File: config.mk
export PLATFORM = sky130hd
export DESIGN_NAME = load_unit_mc
export DESIGN_NICKNAME = d
export VERILOG_FILES = /design/src/rtl/load_unit_mc.sv
export SDC_FILE = /design/constraint.sdc
export NUM_CORES = 1
export LEC_CHECK = 0
export CELL_PAD_IN_SITES_DETAIL_PLACEMENT = 0
export CELL_PAD_IN_SITES_GLOBAL_PLACEMENT = 1
export CORE_MARGIN = 2
export CORE_UTILIZATION = 30
export DETAILED_ROUTE_END_ITERATION = 10
export PLACE_DENSITY = 0.79
export SLEW_MARGIN = 20
export SYNTH_ARGS = -nofsm -noshare
export SYNTH_HDL_FRONTEND = slang
export SYNTH_SLANG_ARGS = --single-unit
File: constraint.sdc
create_clock -name clk -period 2.2 [get_ports clk]
set_input_delay 0.33 -clock clk [delete_from_list [all_inputs] [get_ports clk]]
set_output_delay 0.33 -clock clk [all_outputs]
set_load 0.03 [all_outputs]
File: src/rtl/load_unit_mc.sv
// rtl/load_unit_mc.sv - multi-cycle load unit: aligned fetch, extract, sign/zero extend.
// Optional macro MISALIGN_SPLIT_EN splits misaligned loads into two memory beats.
module load_unit_mc #(
    parameter int XLEN   = 32,
    parameter int ADDR_W = 32
) (
    input  logic              clk,
    input  logic              reset,
    input  logic              req_valid,
    output logic              req_ready,
    input  logic [2:0]        req_funct3,
    input  logic [ADDR_W-1:0] req_addr,
    output logic              mem_req,
    output logic [ADDR_W-1:0] mem_addr,
    input  logic              mem_ack,
    input  logic [XLEN-1:0]   mem_rdata,
    output logic              resp_valid,
    input  logic              resp_ready,
    output logic [XLEN-1:0]   resp_data,
    output logic              resp_err
);

    localparam int BUS_B = XLEN / 8;
    localparam int OFF_W = $clog2(BUS_B);
    localparam int SW    = OFF_W + 2;
    localparam int SHW   = $clog2(2 * XLEN);

    typedef enum logic [1:0] {IDLE, RD0, RD1, RESP} state_t;

    state_t            state, next_state;
    logic [2:0]        f3_q;
    logic [OFF_W-1:0]  off_q;
`ifdef MISALIGN_SPLIT_EN
    logic              misal_q;
    logic [XLEN-1:0]   beat0;
`endif

    logic              req_legal;
    logic [OFF_W-1:0]  req_off;
    logic [SW-1:0]     req_size;
    logic [SW-1:0]     req_sum;
    logic              req_misal;
    logic [ADDR_W-1:0] req_aligned;

    assign req_off     = req_addr[OFF_W-1:0];
    assign req_size    = SW'(1) << req_funct3[1:0];
    assign req_sum     = {2'b00, req_off} + req_size;
    assign req_misal   = req_sum > SW'(BUS_B);
    assign req_aligned = {req_addr[ADDR_W-1:OFF_W], {OFF_W{1'b0}}};

    always_comb begin
        req_legal = 1'b0;
        case (req_funct3)
            3'b000, 3'b001, 3'b010, 3'b100, 3'b101: req_legal = 1'b1;
            3'b011, 3'b110:                         req_legal = (XLEN == 64);
            default:                                req_legal = 1'b0;
        endcase
    end

    // Shift the two-beat window down to the addressed byte, then fill above the loaded size.
    function automatic logic [XLEN-1:0] extract(input logic [2*XLEN-1:0] cat,
                                                input logic [OFF_W-1:0]  off,
                                                input logic [2:0]        f3);
        logic [2*XLEN-1:0] sh;
        logic [SHW-1:0]    top;
        logic              fill;
        logic [XLEN-1:0]   r;
        sh = cat >> {off, 3'b000};
        case (f3[1:0])
            2'd0:    top = SHW'(7);
            2'd1:    top = SHW'(15);
            2'd2:    top = SHW'(31);
            default: top = SHW'(63);
        endcase
        fill = f3[2] ? 1'b0 : sh[top];
        for (int i = 0; i < XLEN; i++) begin
            r[i] = (SHW'(i) <= top) ? sh[i] : fill;
        end
        return r;
    endfunction

    always_ff @(posedge clk or posedge reset) begin
        if (reset) begin
            state <= IDLE;
        end else begin
            state <= next_state;
        end
    end

    always_comb begin
        next_state = state;
        req_ready  = 1'b0;
        mem_req    = 1'b0;
        resp_valid = 1'b0;
        case (state)
            IDLE: begin
                req_ready = 1'b1;
                if (req_valid) begin
`ifdef MISALIGN_SPLIT_EN
                    next_state = req_legal ? RD0 : RESP;
`else
                    next_state = (req_legal && !req_misal) ? RD0 : RESP;
`endif
                end
            end
            RD0: begin
                mem_req = 1'b1;
                if (mem_ack) begin
`ifdef MISALIGN_SPLIT_EN
                    next_state = misal_q ? RD1 : RESP;
`else
                    next_state = RESP;
`endif
                end
            end
`ifdef MISALIGN_SPLIT_EN
            RD1: begin
                mem_req = 1'b1;
                if (mem_ack) begin
                    next_state = RESP;
                end
            end
`endif
            RESP: begin
                resp_valid = 1'b1;
                if (resp_ready) begin
                    next_state = IDLE;
                end
            end
            default: next_state = IDLE;
        endcase
    end

    always_ff @(posedge clk or posedge reset) begin
        if (reset) begin
            f3_q      <= 3'b000;
            off_q     <= '0;
            mem_addr  <= '0;
            resp_data <= '0;
            resp_err  <= 1'b0;
`ifdef MISALIGN_SPLIT_EN
            misal_q   <= 1'b0;
            beat0     <= '0;
`endif
        end else begin
            case (state)
                IDLE: begin
                    if (req_valid) begin
                        f3_q  <= req_funct3;
                        off_q <= req_off;
`ifdef MISALIGN_SPLIT_EN
                        misal_q <= req_misal;
`endif
                        if (next_state == RESP) begin
                            resp_data <= '0;
                            resp_err  <= 1'b1;
                        end else begin
                            mem_addr <= req_aligned;
                        end
                    end
                end
                RD0: begin
                    if (mem_ack) begin
`ifdef MISALIGN_SPLIT_EN
                        if (misal_q) begin
                            beat0    <= mem_rdata;
                            mem_addr <= mem_addr + ADDR_W'(BUS_B);
                        end else
`endif
                        begin
                            resp_data <= extract({{XLEN{1'b0}}, mem_rdata}, off_q, f3_q);
                            resp_err  <= 1'b0;
                        end
                    end
                end
`ifdef MISALIGN_SPLIT_EN
                RD1: begin
                    if (mem_ack) begin
                        resp_data <= extract({mem_rdata, beat0}, off_q, f3_q);
                        resp_err  <= 1'b0;
                    end
                end
`endif
                default: ;
            endcase
        end
    end

endmodule
=== After elaboration in Yosys (flattened, before gate mapping) ===
Cells that the tools add are included.

* Bitwise operators: 1
* Add/subtract/negate cells: 1
* Muxes and demuxes: 55
* Magnitude comparators: 34
* Equal/unequal tests: 12
* Shift-type cells: 2
* Reductions and logical operators: 10

{| class="wikitable"
|+ Operators with widths
! operator !! number
|-
| $le 5x6->1 const A || 16
|-
| $mux 32 || 3
|-
| $pmux 32 s2 || 1
|-
| $shr 32x5->64 || 1
|-
| $le 4x6->1 const A || 8
|-
| $mux 1 || 41
|-
| $le 3x6->1 const A || 4
|-
| $pmux 6 s3 || 1
|-
| $le 1x6->1 const A || 2
|-
| $le 2x6->1 const A || 2
|-
| $mux 6 || 2
|-
| $mux 2 || 4
|-
| $lt 6x7->1 const B || 1
|-
| $bmux 1 s6 || 1
|-
| $eq 2x2->1 const B || 3
|-
| $eq 3x3->1 const B || 2
|-
| $ne 2x2->1 const B || 3
|-
| $pmux 2 s3 || 1
|-
| $reduce_or 5->1 || 1
|-
| $add 2x4->4 || 1
|-
| $eq 2x1->1 const B || 2
|-
| $gt 4x3->1 const B || 1
|-
| $logic_not 2->1 || 2
|-
| $reduce_and 4->1 || 1
|-
| other kinds (11) || 11
|}

* Output and inout bits: 68
* Input bits: 72
* Word-level logic and storage cells: 121
* Register bits after elaboration: 70

=== Logic depth before layout (Yosys ltp) ===
Gate-level depths: netlist of the first run.

* Depth after elaboration: 12
* Gate-level depth with buffers: 9
* Depth with buffers taken out: 8

=== Least setup slack after synthesis of the first run ===
Ideal clock, no wire load.

* Path kind: input to register
* From: input req_funct3[1]
* To: register mem_addr[21]
* Path buffers: 1
* Slack: -0.157 ns
* Stages: 9
* Setup time: 0.125 ns
* Data arrival time: 2.232 ns
* Data required time: 2.075 ns
* Path through: nor2_1 -> ha_1 -> inv_1 -> fa_1 -> nor2b_1 -> o21ai_0 -> nor3b_4 -> buf_6 -> mux2_2

* Cells in the longest elaborated chain, start to end: 11
* Elaborated cells between the ends (all ways): 18
* Those cells by class: add/sub (1); order compare (1); eq/ne (5); shift (1); mux (4); bitwise (1); reduce/logical (5)

{| class="wikitable"
|+ Ends and longest elaborated chain
! item !! RTL line !! text
|-
| from (decl) || 11 || <nowiki>input logic [2:0] req_funct3,</nowiki>
|-
| $shl 1x2->4 || 46 || <nowiki>assign req_size = SW'(1) << req_funct3[1:0];</nowiki>
|-
| $add 2x4->4 || 47 || <nowiki>assign req_sum = {2'b00, req_off} + req_size;</nowiki>
|-
| $gt 4x3->1 || 48 || <nowiki>assign req_misal = req_sum > SW'(BUS_B);</nowiki>
|-
| $logic_not 1->1 || 102 || <nowiki>next_state = (req_legal && !req_misal) ? RD0 : RESP;</nowiki>
|-
| $logic_and 1x1->1 * || 102 ||
|-
| $mux 2 * || 102 ||
|-
| $mux 2 * || 98 || <nowiki>if (req_valid) begin</nowiki>
|-
| $pmux 2 s3 * || 95 || <nowiki>case (state)</nowiki>
|-
| $eq 2x2->1 * || 154 || <nowiki>if (next_state == RESP) begin</nowiki>
|-
| $not 1->1 (no line) * || - ||
|-
| $reduce_and 3->1 (no line) * || - ||
|-
| to (signal assigned) || 158 || <nowiki>mem_addr <= req_aligned;</nowiki>
|-
| to (decl) || 14 || <nowiki>output logic [ADDR_W-1:0] mem_addr,</nowiki>
|}

Every way passes the cells marked *; elsewhere a longest branch is shown, timed or not.
A chain may end at the register's enable or synchronous reset.

=== Final worst setup path of the first run ===
* From: input req_funct3[1]
* To: register mem_addr[17]

The elaborated chain is that of the path after synthesis.

==> flow_summary.toml, run 1 <==
[final_layout]
area_growth_pct = 65.3
diodes = 0
nNetsFinal = 500
drive_gt1_share_pct = 21.8
fin_area_sq_um = 5600

[synth]
ys_ff_latch = 70
syn_inst = 271
ys.flop_type = "dfrtp_1"
synthArstFlopShare_pct = 100
synth_seq_area_share_pct = 51.7
ys_warn_count = 0
avgSynthCellArea_sq_um = 12.5
synth_edf_count = 0
synth_cell_types = 38
syn_area_sq_um = 3390

[global_routing]
grt_pass1_wl_mm = 15.1
grt_use_total_pct = 16.6
grt_max_degree = 41
grt_pass1_vias = 2890
antenna_found_initial = 0
grt-ovfl-total = 0

[min_path]
hold_depth = 3
hp-start = "req_funct3[0]"
hold_end = "f3_q[0]$_DFFE_PP0P_"
min_path_type = "in -> reg"

[sta]
finalSetupViolations = 0
rsz0062_at_grt = "yes"
worst_pin_slew_ns = 0.627
post-route-period-util_pct = 98.5
hold_viol = 0
finClkSkew_ns = 0.00789
hold_slack_ns = 0.344
max_slew_margin_pct = 58.1
fmax_ghz = 0.461
slew_viol_final = 0
layout_min_cycle_time_ns = 2.17

[pwr]
p_per_area_nw_per_um2 = 1520
ir_drop_uv = 615
p_leak_nw = 2.48

[clock_network]
clkTransAtPathRegs_ns = 0.05
cts.sinks = 70
cts_max_path_buffers = 2
cts_tree = "done"
insertion_delay_ns = 0.33
clockRootBuffer = "clkbuf_16"
cts_made_buffers = 9
ctsHoldBuffers = 0
htreeDepth = 3

[place]
dpl.hpwl_mm = 7.08
port-buffer-count = 137
gp_congestion = 0.819
placed_cell_area_sq_um = 5010

[setup_path]
worst_path_largest_cell_delay_ns = 0.48
crit_path_max_fanout = 8
cp_cell_sequence = "buf_8, nor2_4, ha_4, inv_2, fa_1, nor2b_4, o21ai_4, nor3b_4, buf_6, buf_12, mux2_4"
crit_family = "adder cells"
r2r_cells = 6
worstSetupStartpointType = "primary input"
worst-setup-path-type = "in -> reg"
cp.buffers_inverters = 4
r2r-start = "state[1]$_DFF_PP0_"
worstPathRequired_ns = 2.40
r2r_end = "mem_addr[17]$_DFFE_PP0P_"
crit_path_end_kind = "register"
r2r_slack_ns = 0.39
cp_slowest_cell = "fa_1"
critPathArrivalTime_ns = 2.37

[floorplan]
chipHeight_um = 110
rows = 38
core_sq_um = 10900
die-width_um = 110
io_pins = 140
start_util_pct = 31.0
die_area_sq_um = 12200

[detailed_routing]
ant_nets = 0
drtIter0Drc = 96
drc = 0
viasPerCell = 4.91
first_pass_iters = 5
routed_wl_mm = 10.2
vias = 2804
routedWlPerCell_um = 17.9

[outcome]
status = "complete, no violations"

[run]
cap_viol_max_count = 0
==> worst max-delay path by stage <==
stage | to | depth (start not counted) | slack (ns) | from
detailed placement | mem_addr[5]$_DFFE_PP0P_ | 10 | -0.63 | req_funct3[1]
global placement | mem_addr[2]$_DFFE_PP0P_ | 10 | -0.54 | req_funct3[1]
CTS | mem_addr[24]$_DFFE_PP0P_ | 12 | -0.06 | req_funct3[0]
floorplan | mem_addr[21]$_DFFE_PP0P_ | 9 | 0.01 | req_funct3[1]
global route | mem_addr[17]$_DFFE_PP0P_ | 11 | -0.04 | req_funct3[1]
finish | mem_addr[17]$_DFFE_PP0P_ | 11 | 0.03 | req_funct3[1]
==> report_power, final <==
| part | switching [mW] | internal, mW | total, mW |
|---|---|---|---|
| combinational | 2.40 | 2.25 | 4.66 |
| clock | 0.539 | 0.990 | 1.53 |
| sequential | 0.437 | 1.90 | 2.34 |
| total | 3.38 | 5.15 | 8.52 |
==> registers in the layout, indices dropped and copies added, names as in the netlist <==
| name | cells |
|---|---|
| f3_q | 3 |
| mem_addr | 30 |
| off_q | 2 |
| resp_data | 32 |
| resp_err | 1 |
| state | 2 |
==> metrics by stage <==
step                setup TNS [ns]  std cells  power (mW)  util [%]  setup WS [ns]
floorplan                        0        272        5.00         -        0.00964
global placement            -29.16        549        6.70      45.8         -0.542
detailed placement          -33.36        549        6.78      45.8         -0.631
CTS                         -0.768        572        8.50      50.6        -0.0576
global route                -0.677        571        8.98      51.2        -0.0358
finish                           0        571        8.52      51.2         0.0321
==> worst min-delay path, cell delays in order <==
cell	delay (ns)
buf_8	0.08
buf_4	0.10
mux2_2	0.13
==> synthesized netlist by cell type (8+ instances only) <==
| library cell | instances | area share, % |
|---|---|---|
| a32o_1 | 8 | 2.4 |
| a21oi_1 | 9 | 1.3 |
| mux2i_1 | 27 | 8.0 |
| a211o_1 | 8 | 2.1 |
| a22o_1 | 9 | 2.3 |
| dfrtp_1 | 70 | 52 |
| nor2_1 | 16 | 1.8 |
| a221o_1 | 8 | 2.4 |
| inv_1 | 8 | 0.89 |
| nand2_1 | 18 | 2.0 |
| buf_2 | 8 | 1.2 |
| o21ai_0 | 13 | 1.9 |
| mux2_2 | 33 | 11 |
==> layout by cell type (no fill, tap or decap), types with 3 or more instances in the layout <==
cell type,netlist,final
a211o_1,8,8
a21oi_1,9,9
a221o_1,8,8
a22o_1,9,9
a32o_1,8,8
buf_12,0,4
buf_16,0,3
buf_4,3,16
clkbuf_16,0,9
clkdlybuf4s50_1,0,133
dfrtp_1,70,70
inv_1,8,6
mux2_2,33,4
mux2_4,1,30
mux2i_1,27,27
nand2_1,18,18
nor2_1,16,15
o21ai_0,13,12
==> metal layers <==
layer | vias to the layer above | part of all wire [%] | GRT usage [%] | wire length, um
met5 | - | 0 | 0 | 0
met4 | 0 | 0.89 | 4.46 | 91
met3 | 6 | 8.1 | 5.11 | 823
met2 | 118 | 48 | 28.0 | 4870
met1 | 1379 | 43 | 20.7 | 4430
li1 | 1301 | - | - | -
==> kinds of logic after synthesis <==
kind of cell / Yosys count / synth area share, %
and+or+nand+nor: 48 / 7.87
AOI/OAI and AO/OA: 61 / 15.0
adders and majority gates: 2 / 0.960
muxes: 61 / 19.4
buffers and inverters: 27 / 4.73
other: 1 / 0.111
DFF: 70 / 51.7
xor gates and xnor gates: 1 / 0.259
==> what timing repair did <==
action	4_1_cts	5_1_grt
setup endpoints to repair	62	30
buffers inserted	4	0
cloned	3	0
pin swaps	5	5
resized for setup	43	19
==> final cells by class <==
type,instances,area [sq um]
inverters,8,30.0
clock inverters,6,86.3
repair buffers,162,1680
multi-input cells,175,1650
clock buffers,10,229
flip-flops and latches,70,1750
well taps,140,175
fillers,961,5340
No activity file was read; power rests on OpenSTA's default activity.
==> run 2: changes to the inputs <==
- REMOVE_ABC_BUFFERS: not set -> 1
==> run 2 against run 1 <==
  * The run now ends with negative setup slack left
  * Sequential share of layout area shrank 0.43 points
  * Clock power hardly changed
  * Worst setup slack worse by 0.037 ns
  * Largest power group unchanged
  * Design area is 1.4% higher
  * Global-route usage rose by 0.13 points
  * Non-clock buffer count grew 8
  * Combinational power increased by 3%
  * Routed wire length is 2.2% higher
  * Utilization rose by 0.72 points
  * Clock skew is 0.0010 ns lower
  * Die area is the same
  * Total power grew 2.0%
==> flow_summary.toml, run 2 (same netlist as run 1, synthesis figures left out) <==
[global_routing]
grt_use_total_pct = 16.7
grt_max_degree = 71
grt-ovfl-total = 0
grt_pass1_wl_mm = 15.4
grt_pass1_vias = 2991
antenna_found_initial = 0

[floorplan]
io_pins = 140
chipHeight_um = 110
start_util_pct = 31.0
rows = 38
die_area_sq_um = 12200
die-width_um = 110
core_sq_um = 10900

[setup_path]
crit_path_end_kind = "register"
crit_family = "buffers and inverters"
cp_slowest_cell = "fa_1"
r2r_end = "mem_addr[18]$_DFFE_PP0P_"
setup.worst_path.start = "req_addr[0]"
r2r_slack_ns = 0.33
critPathArrivalTime_ns = 2.40
worstPathRequired_ns = 2.40
cp_cell_sequence = "clkdlybuf4s15_2, ha_4, inv_2, fa_1, nor2b_4, buf_6, o21ai_4, nor3b_4, buf_6, buf_12, mux2_2"
path_common_cell = "buf_6"
worst-setup-path-type = "in -> reg"
worstSetupStartpointType = "primary input"
cp.buffers_inverters = 5
r2r-start = "state[1]$_DFF_PP0_"
r2r_cells = 6
critical_path_cell_count = 11
crit_path_max_fanout = 8
crit_end = "mem_addr[18]$_DFFE_PP0P_"
worst_path_largest_cell_delay_ns = 0.47

[pwr]
intPower_mw = 5.26
ir_drop_uv = 774
power_frac_seq_pct = 27.0
switching_power_mw = 3.43
p_leak_nw = 2.50
switching_share_pct = 39.5
power_mw = 8.70
clockPowerShare_pct = 17.9
p_per_area_nw_per_um2 = 1530
combPwrFrac_pct = 55.0

[place]
dpl.hpwl_mm = 6.88
gp_congestion = 0.788
port-buffer-count = 137

[clock_network]
htreeDepth = 3
cts.sinks = 70
cts_tree = "done"
ctsHoldBuffers = 0
cts_made_buffers = 9
clkTransAtPathRegs_ns = 0.06
clockRootBuffer = "clkbuf_16"
cts_max_path_buffers = 2
insertion_delay_ns = 0.32

[detailed_routing]
vias = 2842
routedWlPerCell_um = 18.0
drc = 0
ant_nets = 0
routed_wl_mm = 10.4
drtIter0Drc = 129
first_pass_iters = 4
viasPerCell = 4.91

[sta]
fmax_ghz = 0.454
max_slew_margin_pct = 53.7
layout_min_cycle_time_ns = 2.20
finClkSkew_ns = 0.00687
post-route-period-util_pct = 100
worst_pin_slew_ns = 0.693
hold_viol = 0
fin_ws_ns = -0.00446
tns_ns = -0.0113
finalSetupViolations = 4
slew_viol_final = 0
rsz0062_at_grt = "yes"

[final_layout]
diodes = 0
layout_commonest_cell = "clkdlybuf4s50_1"
nNetsFinal = 508
seq_area_sq_um = 1750
num-fill-cells = 965
drive_gt1_share_pct = 23.2
largest_register_ff_count = 32
area_growth_pct = 67.6
multi_input_area_sq_um = 1610
regMostFlops = "resp_data"
reg_top3 = "resp_data (32), mem_addr (30), f3_q (3)"
layout_common_cells = "133 x clkdlybuf4s50_1, 70 x dfrtp_1, 27 x mux2i_1"

[run]
cap_viol_max_count = 0

[min_path]
hp-start = "req_funct3[1]"
min_path_type = "in -> reg"

[outcome]
violations = "negative setup slack"
status = "finished with violations"
-- run 2: cell count changes in the layout (fill, tap and decap cells not counted), moves of 2 or more --
cell | before | now
mux2_4 | 30 | 23
buf_6 | 2 | 8
clkbuf_16 | 9 | 12
buf_16 | 3 | 1
mux2_2 | 4 | 11
-- run 2: worst reg2reg max path, cell delays in order (launching register included) --
cell     delay, ns
dfrtp_1       0.44
nor2_1        0.16
and2_1        0.27
nor3b_4       0.23
buf_6         0.18
buf_12        0.14
mux2_2        0.34
-- run 2: layout make-up --
class                   count  area share [%]
multi-input cells         175            28.4
well taps                 140            3.09
clock buffers              10            4.21
clock inverters             6            1.50
flip-flops and latches     70            30.9
repair buffers            170            31.4
inverters                   8           0.529
-- run 2: timing repair --
item | 4_1_cts | 5_1_grt
endpoints found under the setup margin | 64 | 62
pin swaps | 22 | 12
resized for setup | 33 | 30
buffers inserted | 5 | 1
gates cloned | 4 | 2
-- run 2: power groups by stage --
stage	Clock (mW)	Sequential, mW	Combinational (mW)
3_3_place_gp	0	2.35	4.41
4_1_cts	1.60	2.34	4.72
5_1_grt	1.65	2.43	5.08
3_5_place_dp	0	2.35	4.49
6_report	1.56	2.35	4.79
2_1_floorplan	0	3.44	1.46
-- run 2: worst min-delay path by stage --
stage,end,cells after the start
2_1_floorplan,state[0]$_DFF_PP0_,1
3_3_place_gp,resp_data[1]$_DFFE_PP0P_,1
3_5_place_dp,resp_data[4]$_DFFE_PP0P_,1
4_1_cts,f3_q[1]$_DFFE_PP0P_,3
5_1_grt,f3_q[1]$_DFFE_PP0P_,3
6_report,f3_q[1]$_DFFE_PP0P_,3
-- run 2: through the flow --
| step | cell area, sq um | setup slack, ns | util (%) | std cells | hold slack (ns) |
|---|---|---|---|---|---|
| global route | 5680 | -0.0450 | 51.9 | 579 | 0.349 |
| detailed placement | 5030 | -0.775 | 46.0 | 553 | 0.481 |
| global placement | 5030 | -0.668 | 46.0 | 553 | 0.478 |
| floorplan | 3260 | -0.689 | - | 253 | 0.429 |
| finish | 5680 | -0.00446 | 51.9 | 579 | 0.343 |
| CTS | 5550 | -0.0311 | 50.7 | 578 | 0.338 |
-- run 2: per-layer routing --
metal / GRT usage, % / vias up / routed length [um]
met5: 0 / - / 0
met4: 6.25 / 0 / 172
met3: 3.94 / 16 / 694
met2: 27.3 / 125 / 5030
met1: 21.6 / 1383 / 4530
li1: - / 1318 / -
